## config.mk

```make
export PLATFORM = sky130hd
export DESIGN_NAME = serial_subtractor
export DESIGN_NICKNAME = d
export VERILOG_FILES = /design/src/rtl/serial_arith_pkg.sv /design/src/rtl/full_subtractor_cell.sv /design/src/rtl/serial_subtractor.sv
export SDC_FILE = /design/constraint.sdc
export NUM_CORES = 1
export LEC_CHECK = 0
export ABC_AREA = 0
export CORE_ASPECT_RATIO = 0.5
export CORE_MARGIN = 5
export CORE_UTILIZATION = 50
export CTS_BUF_LIST = sky130_fd_sc_hd__clkbuf_4
export CTS_CLUSTER_SIZE = 20
export DETAILED_ROUTE_END_ITERATION = 8
export GPL_TIMING_DRIVEN = 1
export PLACE_DENSITY = 0.74
export SLEW_MARGIN = 20
export SYNTH_ARGS = -nofsm -noshare
export SYNTH_HDL_FRONTEND = slang
export SYNTH_SLANG_ARGS = --single-unit
```

## constraint.sdc

```tcl
create_clock -name clk -period 1.55 [get_ports clk]
set_input_delay 0.31 -clock clk [delete_from_list [all_inputs] [get_ports clk]]
set_output_delay 0.31 -clock clk [all_outputs]
set_load 0.01 [all_outputs]
```

## src/rtl/serial_arith_pkg.sv

```systemverilog
// Shared definitions for the bit-serial arithmetic blocks.
package serial_arith_pkg;

  // Controller state encoding shared by the serial datapaths
  localparam logic [1:0] S_IDLE  = 2'd0;
  localparam logic [1:0] S_SHIFT = 2'd1;
  localparam logic [1:0] S_DONE  = 2'd2;

  // Default operand width
  localparam int DEFAULT_WIDTH = 8;

endpackage

```

## src/rtl/full_subtractor_cell.sv

```systemverilog
// Single-bit full subtractor: d = x - y - bin, with borrow out.
module full_subtractor_cell (
  input  logic x,
  input  logic y,
  input  logic bin,
  output logic d,
  output logic bout
);

  // Difference bit and borrow out of one bit position
  always_comb begin
    d    = x ^ y ^ bin;
    bout = (~x & y) | (~(x ^ y) & bin);
  end

endmodule

```

## src/rtl/serial_subtractor.sv

```systemverilog
// Bit-serial subtractor: computes a - b one bit per cycle, LSB first,
// through a single full-subtractor cell and a registered borrow.
module serial_subtractor
  import serial_arith_pkg::*;
#(
  parameter int WIDTH = DEFAULT_WIDTH
) (
  input  logic             clk,
  input  logic             rst,
  input  logic             start,
  input  logic [WIDTH-1:0] a,
  input  logic [WIDTH-1:0] b,
  output logic             busy,
  output logic             done,
  output logic [WIDTH-1:0] diff,
  output logic             bout
);

  localparam int CNT_W = $clog2(WIDTH);

  logic [1:0]       state_q, state_d;
  logic [WIDTH-1:0] a_sr_q, a_sr_d;
  logic [WIDTH-1:0] b_sr_q, b_sr_d;
  logic [WIDTH-1:0] res_q, res_d;
  logic [WIDTH-1:0] diff_q, diff_d;
  logic             borrow_q, borrow_d;
  logic             bout_q, bout_d;
  logic [CNT_W-1:0] cnt_q, cnt_d;

  logic             cell_d;
  logic             cell_bout;
  logic             last_bit;
  logic             load;
  logic [WIDTH-1:0] res_shifted;

  full_subtractor_cell u_cell (
    .x    (a_sr_q[0]),
    .y    (b_sr_q[0]),
    .bin  (borrow_q),
    .d    (cell_d),
    .bout (cell_bout)
  );

  // Shared decode: final bit position, operand load, and result shifted by one
  always_comb begin
    last_bit    = (cnt_q == CNT_W'(WIDTH - 1));
    load        = start && ((state_q == S_IDLE) || (state_q == S_DONE));
    res_shifted = WIDTH'({cell_d, res_q} >> 1);
  end

  // Registers, cleared synchronously so an in-flight operation is dropped
  always_ff @(posedge clk) begin
    if (rst) begin
      state_q  <= S_IDLE;
      a_sr_q   <= '0;
      b_sr_q   <= '0;
      res_q    <= '0;
      diff_q   <= '0;
      borrow_q <= 1'b0;
      bout_q   <= 1'b0;
      cnt_q    <= '0;
    end else begin
      state_q  <= state_d;
      a_sr_q   <= a_sr_d;
      b_sr_q   <= b_sr_d;
      res_q    <= res_d;
      diff_q   <= diff_d;
      borrow_q <= borrow_d;
      bout_q   <= bout_d;
      cnt_q    <= cnt_d;
    end
  end

  // Next-state: start accepted in IDLE or DONE, SHIFT ends on the last bit
  always_comb begin
    state_d = state_q;
    case (state_q)
      S_IDLE:  if (start) state_d = S_SHIFT;
      S_SHIFT: if (last_bit) state_d = S_DONE;
      S_DONE:  state_d = start ? S_SHIFT : S_IDLE;
      default: state_d = S_IDLE;
    endcase
  end

  // Datapath: load operands, or shift one bit through the cell per cycle
  always_comb begin
    a_sr_d   = a_sr_q;
    b_sr_d   = b_sr_q;
    res_d    = res_q;
    diff_d   = diff_q;
    borrow_d = borrow_q;
    bout_d   = bout_q;
    cnt_d    = cnt_q;
    if (load) begin
      a_sr_d   = a;
      b_sr_d   = b;
      res_d    = '0;
      borrow_d = 1'b0;
      cnt_d    = '0;
    end else if (state_q == S_SHIFT) begin
      a_sr_d   = a_sr_q >> 1;
      b_sr_d   = b_sr_q >> 1;
      res_d    = res_shifted;
      borrow_d = cell_bout;
      cnt_d    = cnt_q + CNT_W'(1);
      if (last_bit) begin
        diff_d = res_shifted;
        bout_d = cell_bout;
      end
    end
  end

  // Outputs: status from state, results held in their own registers
  always_comb begin
    busy = (state_q == S_SHIFT);
    done = (state_q == S_DONE);
    diff = diff_q;
    bout = bout_q;
  end

endmodule
```

# ---- Yosys cells after proc, flatten, opt, wreduce, memory -nomap -nowiden
# Index checks and enable logic that the tools add are counted.
dict set report word_totals {
  word_cells 37
  mem_bits_rw 0
  latchBits 0
  in_bits 19
  memories 0
  regBits 39
  rom_bits 0
}
dict set report classes {
  mul 0
  bitwise 8
  n_reduce_logical 7
  n_shift 0
  order_cmp 0
  n_eq_ne 5
  muxes 8
  n_div 0
  n_addsub 1
}
# cell n
set ops {}
lappend ops {{two-way mux 8 bit} 4}
lappend ops {{case mux 2 bit (3 select lines)} 1}
lappend ops {{two-way mux 2 bit} 2}
lappend ops {{adder 3 x 1 -> 3 bit (second input constant)} 1}
lappend ops {{equality test 3 bit (second input constant)} 1}
lappend ops {{NOT 1 bit} 3}
lappend ops {{AND reduction 3 bit} 1}
lappend ops {{bitwise AND 1 bit} 2}
lappend ops {{equality test 2 x 1 -> 1 bit (second input constant)} 1}
lappend ops {{equality test 2 bit (second input constant)} 1}
lappend ops {{zero test 2 bit} 1}
lappend ops {{!= test 2 x 1 -> 1 bit (second input constant)} 1}
lappend ops {{!= test 2 bit (second input constant)} 1}
lappend ops {{AND reduction 2 bit} 1}
lappend ops {{nonzero test 2 bit} 1}
lappend ops {{OR reduction 2 bit} 1}
lappend ops {{XOR 1 bit} 2}
lappend ops {{logical AND 1 bit} 1}
lappend ops {{logical OR 1 bit} 1}
lappend ops {{two-way mux 1 bit} 1}
lappend ops {{OR 1 bit} 1}

# ---- Logic depth before layout (Yosys ltp)
dict set report logic_depth {
  ltp_word 5
  mapped_depth 6
}

# ---- Modules after synthesis
# Synthesis repeated with hierarchy kept, for this count alone.
dict set report hier_totals {
  hier_cells 176
  area_unflattened_um2 1552.7
}
# module cells_each area_each_um2 n_inst
set by_module_without_submodules {}
lappend by_module_without_submodules {serial_subtractor 172 1521.5 1}
lappend by_module_without_submodules {full_subtractor_cell 4 31.3 1}

# ---- Worst setup path before layout
# Ideal clock, no wire load.
dict set report synth_path {
  path_type {reg-to-reg}
  from {register cnt_q[0]}
  to {register state_q[0]}
  setup_ns 0.128
  n_path_buf 1
  path_stages_with_launch 6
  setup_slack_ns 0.312
  synth_period_minus_slack_ns 1.238
  t_required_ns 1.422
  arrival_ns 1.111
  cell_sequence {dfxtp_1 > ha_1 > ha_1 > buf_1 > o21a_1 > nor2_1}
}
dict set report synth_between {
  elab_chain_cells 3
}
# item line
set synth_lines {}
lappend synth_lines {{from (decl)} serial_subtractor.sv:28} ;# logic [CNT_W-1:0] cnt_q, cnt_d;
lappend synth_lines {{from (signal assigned)} serial_subtractor.sv:70} ;# cnt_q <= cnt_d;
lappend synth_lines {{equality test 3 bit} serial_subtractor.sv:46} ;# last_bit = (cnt_q == CNT_W'(WIDTH - 1));
lappend synth_lines {{!= test 2 x 1 -> 1 bit (no source line)} -}
lappend synth_lines {{AND reduction 2 bit (no source line)} -}
lappend synth_lines {{to (signal assigned)} serial_subtractor.sv:63} ;# state_q <= state_d;
lappend synth_lines {{to (decl)} serial_subtractor.sv:21} ;# logic [1:0] state_q, state_d;
# No other way between the ends.
# A chain may end at the register's enable or synchronous reset.

# ---- Worst setup path in the final report
dict set report layout_path {
  from {register state_q[1]}
  to {output busy}
}
dict set report layout_between {
  elab_chain_cells 1
}
# item line
set layout_lines {}
lappend layout_lines {{equality test 2 x 1 -> 1 bit} serial_subtractor.sv:115} ;# busy = (state_q == S_SHIFT);
lappend layout_lines {{to (decl)} serial_subtractor.sv:13} ;# output logic busy,
# No other way between the ends.

==> out/summary.txt <==
CTS Buffer Depth: 2
Worst EP required: 1.24 ns
first-pass GRT wire length: 5890 um
DR iter-0 viols: 38
CTS clk-pin slew, worst paths: 0.11 ns
startpoint types: flip-flop
TritonRoute pass-1 iters: 4
synth warn: 0
core area: 0.00303 mm^2
Final Hold Viols: 0
CP max-delay cell: dfxtp_1
final setup vio count: 0
RSZ-0062 raised after global routing: false
cell chain of the critical path: nand2b_4 -> inv_8 -> dlygate4sd2_1
Cells after Synth: 172
max-slew violations: 0
min Tclk post-route: 1.48 ns
Hold-fix buffers, CTS: 0
DP HPWL: 2370 um
Netlist cell types: 30
R2R setup slack: 0.19 ns
Die W: 89.8 um
pwr/cell area: 1070 mW/mm^2
die area: 0.00448 mm^2
FMAX: 0.678 GHz
Min-Delay Endpoint: diff[6]
predominant post-synthesis flop cell: dfxtp_1
number of buffers created by CTS: 5
register area share after synthesis: 0.478
worst vdd ir: 591 uV
Post-Syn Nets: 194
placer congestion estimate: 0.769
CTS tree: done
Worst Max-Slew Pin Slew: 0.274 ns
kind of critical path: reg2out
row cnt: 14
total global routing overflow: 0
number of flops mapped to enable cells by yosys: 0
most frequent cells in the layout: 37 x dfxtp_1, 31 x nand2_1, 22 x a21oi_1
CP delay by family, top: flip-flops
clock sink total: 38
Slew HR: 0.818
R2R depth: 6
via count: 1314
Die H: 49.9 um
IO Port Bufs: 29
leak pwr: 0.777 nW
Clk Latency, worst-skew pair: 0.34 ns
number of global-route vias before repair: 1283
Via density: 5.28
Avg Cell Area, Syn: 9.26 um^2
min-delay src: diff[6]
launching point of the worst reg2reg path: cnt_q[0]
hold-critical path depth: 2
buffers and inverters on the worst path: 2
final period utilization: 0.952
total global routing track utilization: 0.164
CTS root buffer: clkbuf_4
Worst Setup SP: state_q[1]
asr flop ratio synth: 0
post-route clock skew: 0.00787 ns
DR WL/cell: 13.7 um
Worst EP arrival: 1.17 ns
ANT nets after route: 0
maxcap violations: 0
largest net degree at the start of global routing: 37
Antenna Diode Count: 0
reg2reg end: diff[0]
ratio of cells with drive above 1 in the final layout: 0.167
Post-layout nets: 230
initial core utilization: 0.526
synthesized area: 0.00159 mm^2
most common cell after layout, fill and taps aside: dfxtp_1
Crit. End Element: output port
initial antenna violation count: 0
outcome: completed
Area Growth Syn to Fin: 27.7%
register bit total from synthesis: 38
I/O pin cnt: 30
worst-path maximum fanout: 3
post-route setup TNS: 0 ns
Finished Core Util: 0.671
class of the worst hold path: reg2reg
final wirelength: 3410 um
DRC viols: 0
H-Tree Depth: 2
Max stage delay on crit path: 0.35 ns
## worst register-to-register path, cell delays in order (launching register included)
cell and delay, ns:
dfxtp_1 0.34, ha_1 0.20, ha_1 0.25, nand3b_1 0.12, buf_4 0.17, nand2_1 0.06, a21oi_1 0.15
## metal layers
metal  vias up  wire [um]  track usage
met5         -          0            0
met1       611       1560        0.192
met4         0         51       0.0779
li1        672          -            -
met2        27       1600        0.266
met3         4        201       0.0623
## per-stage QoR
step	instance area (um^2)	instances	total power [W]	worst slack (ns)	hold WS (ns)
floorplan	1590	172	0.00128	0.312	0.437
global placement	1930	240	0.00137	0.0711	0.443
global route	2030	249	0.00229	0.0107	0.483
finish	2030	249	0.00218	0.0744	0.463
CTS	2030	248	0.00220	0.0388	0.464
detailed placement	1930	240	0.00138	0.0539	0.451
## report_power, final
group / internal, W / total [W] / switching (W) / leakage (nW)
logic: 0.000151 / 0.000304 / 0.000153 / 0.414
registers: 0.00102 / 0.00105 / 0.0000283 / 0.310
clock network: 0.000497 / 0.000825 / 0.000328 / 0.0528
total: 0.00167 / 0.00218 / 0.000509 / 0.777
## cells in the mapped netlist (2+ instances only)
master | count | area [um^2]
a21oi_1 | 22 | 110
a22oi_1 | 3 | 22.5
a311oi_2 | 3 | 45.0
buf_4 | 2 | 15.0
buf_6 | 4 | 45.0
buf_8 | 3 | 45.0
clkbuf_1 | 3 | 11.3
dfxtp_1 | 38 | 761
ha_1 | 2 | 25.0
inv_1 | 2 | 7.51
nand2_1 | 31 | 116
nand2b_1 | 2 | 12.5
nand3_1 | 12 | 60.1
nor2_1 | 6 | 22.5
nor3_1 | 11 | 55.1
nor3_2 | 6 | 60.1
o22ai_1 | 9 | 56.3
## final cells by class
class / count / area (um^2)
clock buffer: 5 / 37.5
clock inverter: 3 / 63.8
fill: 269 / 996
inverter: 3 / 18.8
multi-input combinational: 117 / 696
sequential: 38 / 762
tap: 40 / 50.0
timing repair buffer: 43 / 407
## how the worst max path moves through the flow
| stage | to | slack (ns) | cells after the start |
|---|---|---|---|
| after detailed placement | a_sr_q[3] | 0.05 | 5 |
| after global routing | busy | 0.01 | 3 |
| final | busy | 0.07 | 3 |
| after global placement | a_sr_q[6] | 0.07 | 5 |
| after CTS | busy | 0.04 | 3 |
| after floorplan | state_q[0] | 0.31 | 5 |
## logic make-up after synthesis
family / after synthesis / share of synthesized area
adder cells (fa/ha/maj): 3 / 0.0283
AND/OR/NAND/NOR: 72 / 0.227
AO/OA/AOI/OAI: 40 / 0.165
buffers and inverters: 17 / 0.0903
multiplexers: 1 / 0.00628
XOR/XNOR: 1 / 0.00550
flip-flops: 38 / 0.478
## state kept, by name (all words and copies together) (netlist names)
signal    cells
a_sr_q        8
b_sr_q        8
diff          8
res_q         7
cnt_q         3
state_q       2
borrow_q      1
bout          1
## what timing repair did
item	in CTS	in global routing
endpoints found under the setup margin	11	6
resized for setup	13	0
cloned	0	0
setup buffers	0	1
pin swaps	0	1
(Power assumes the default switching activity.)
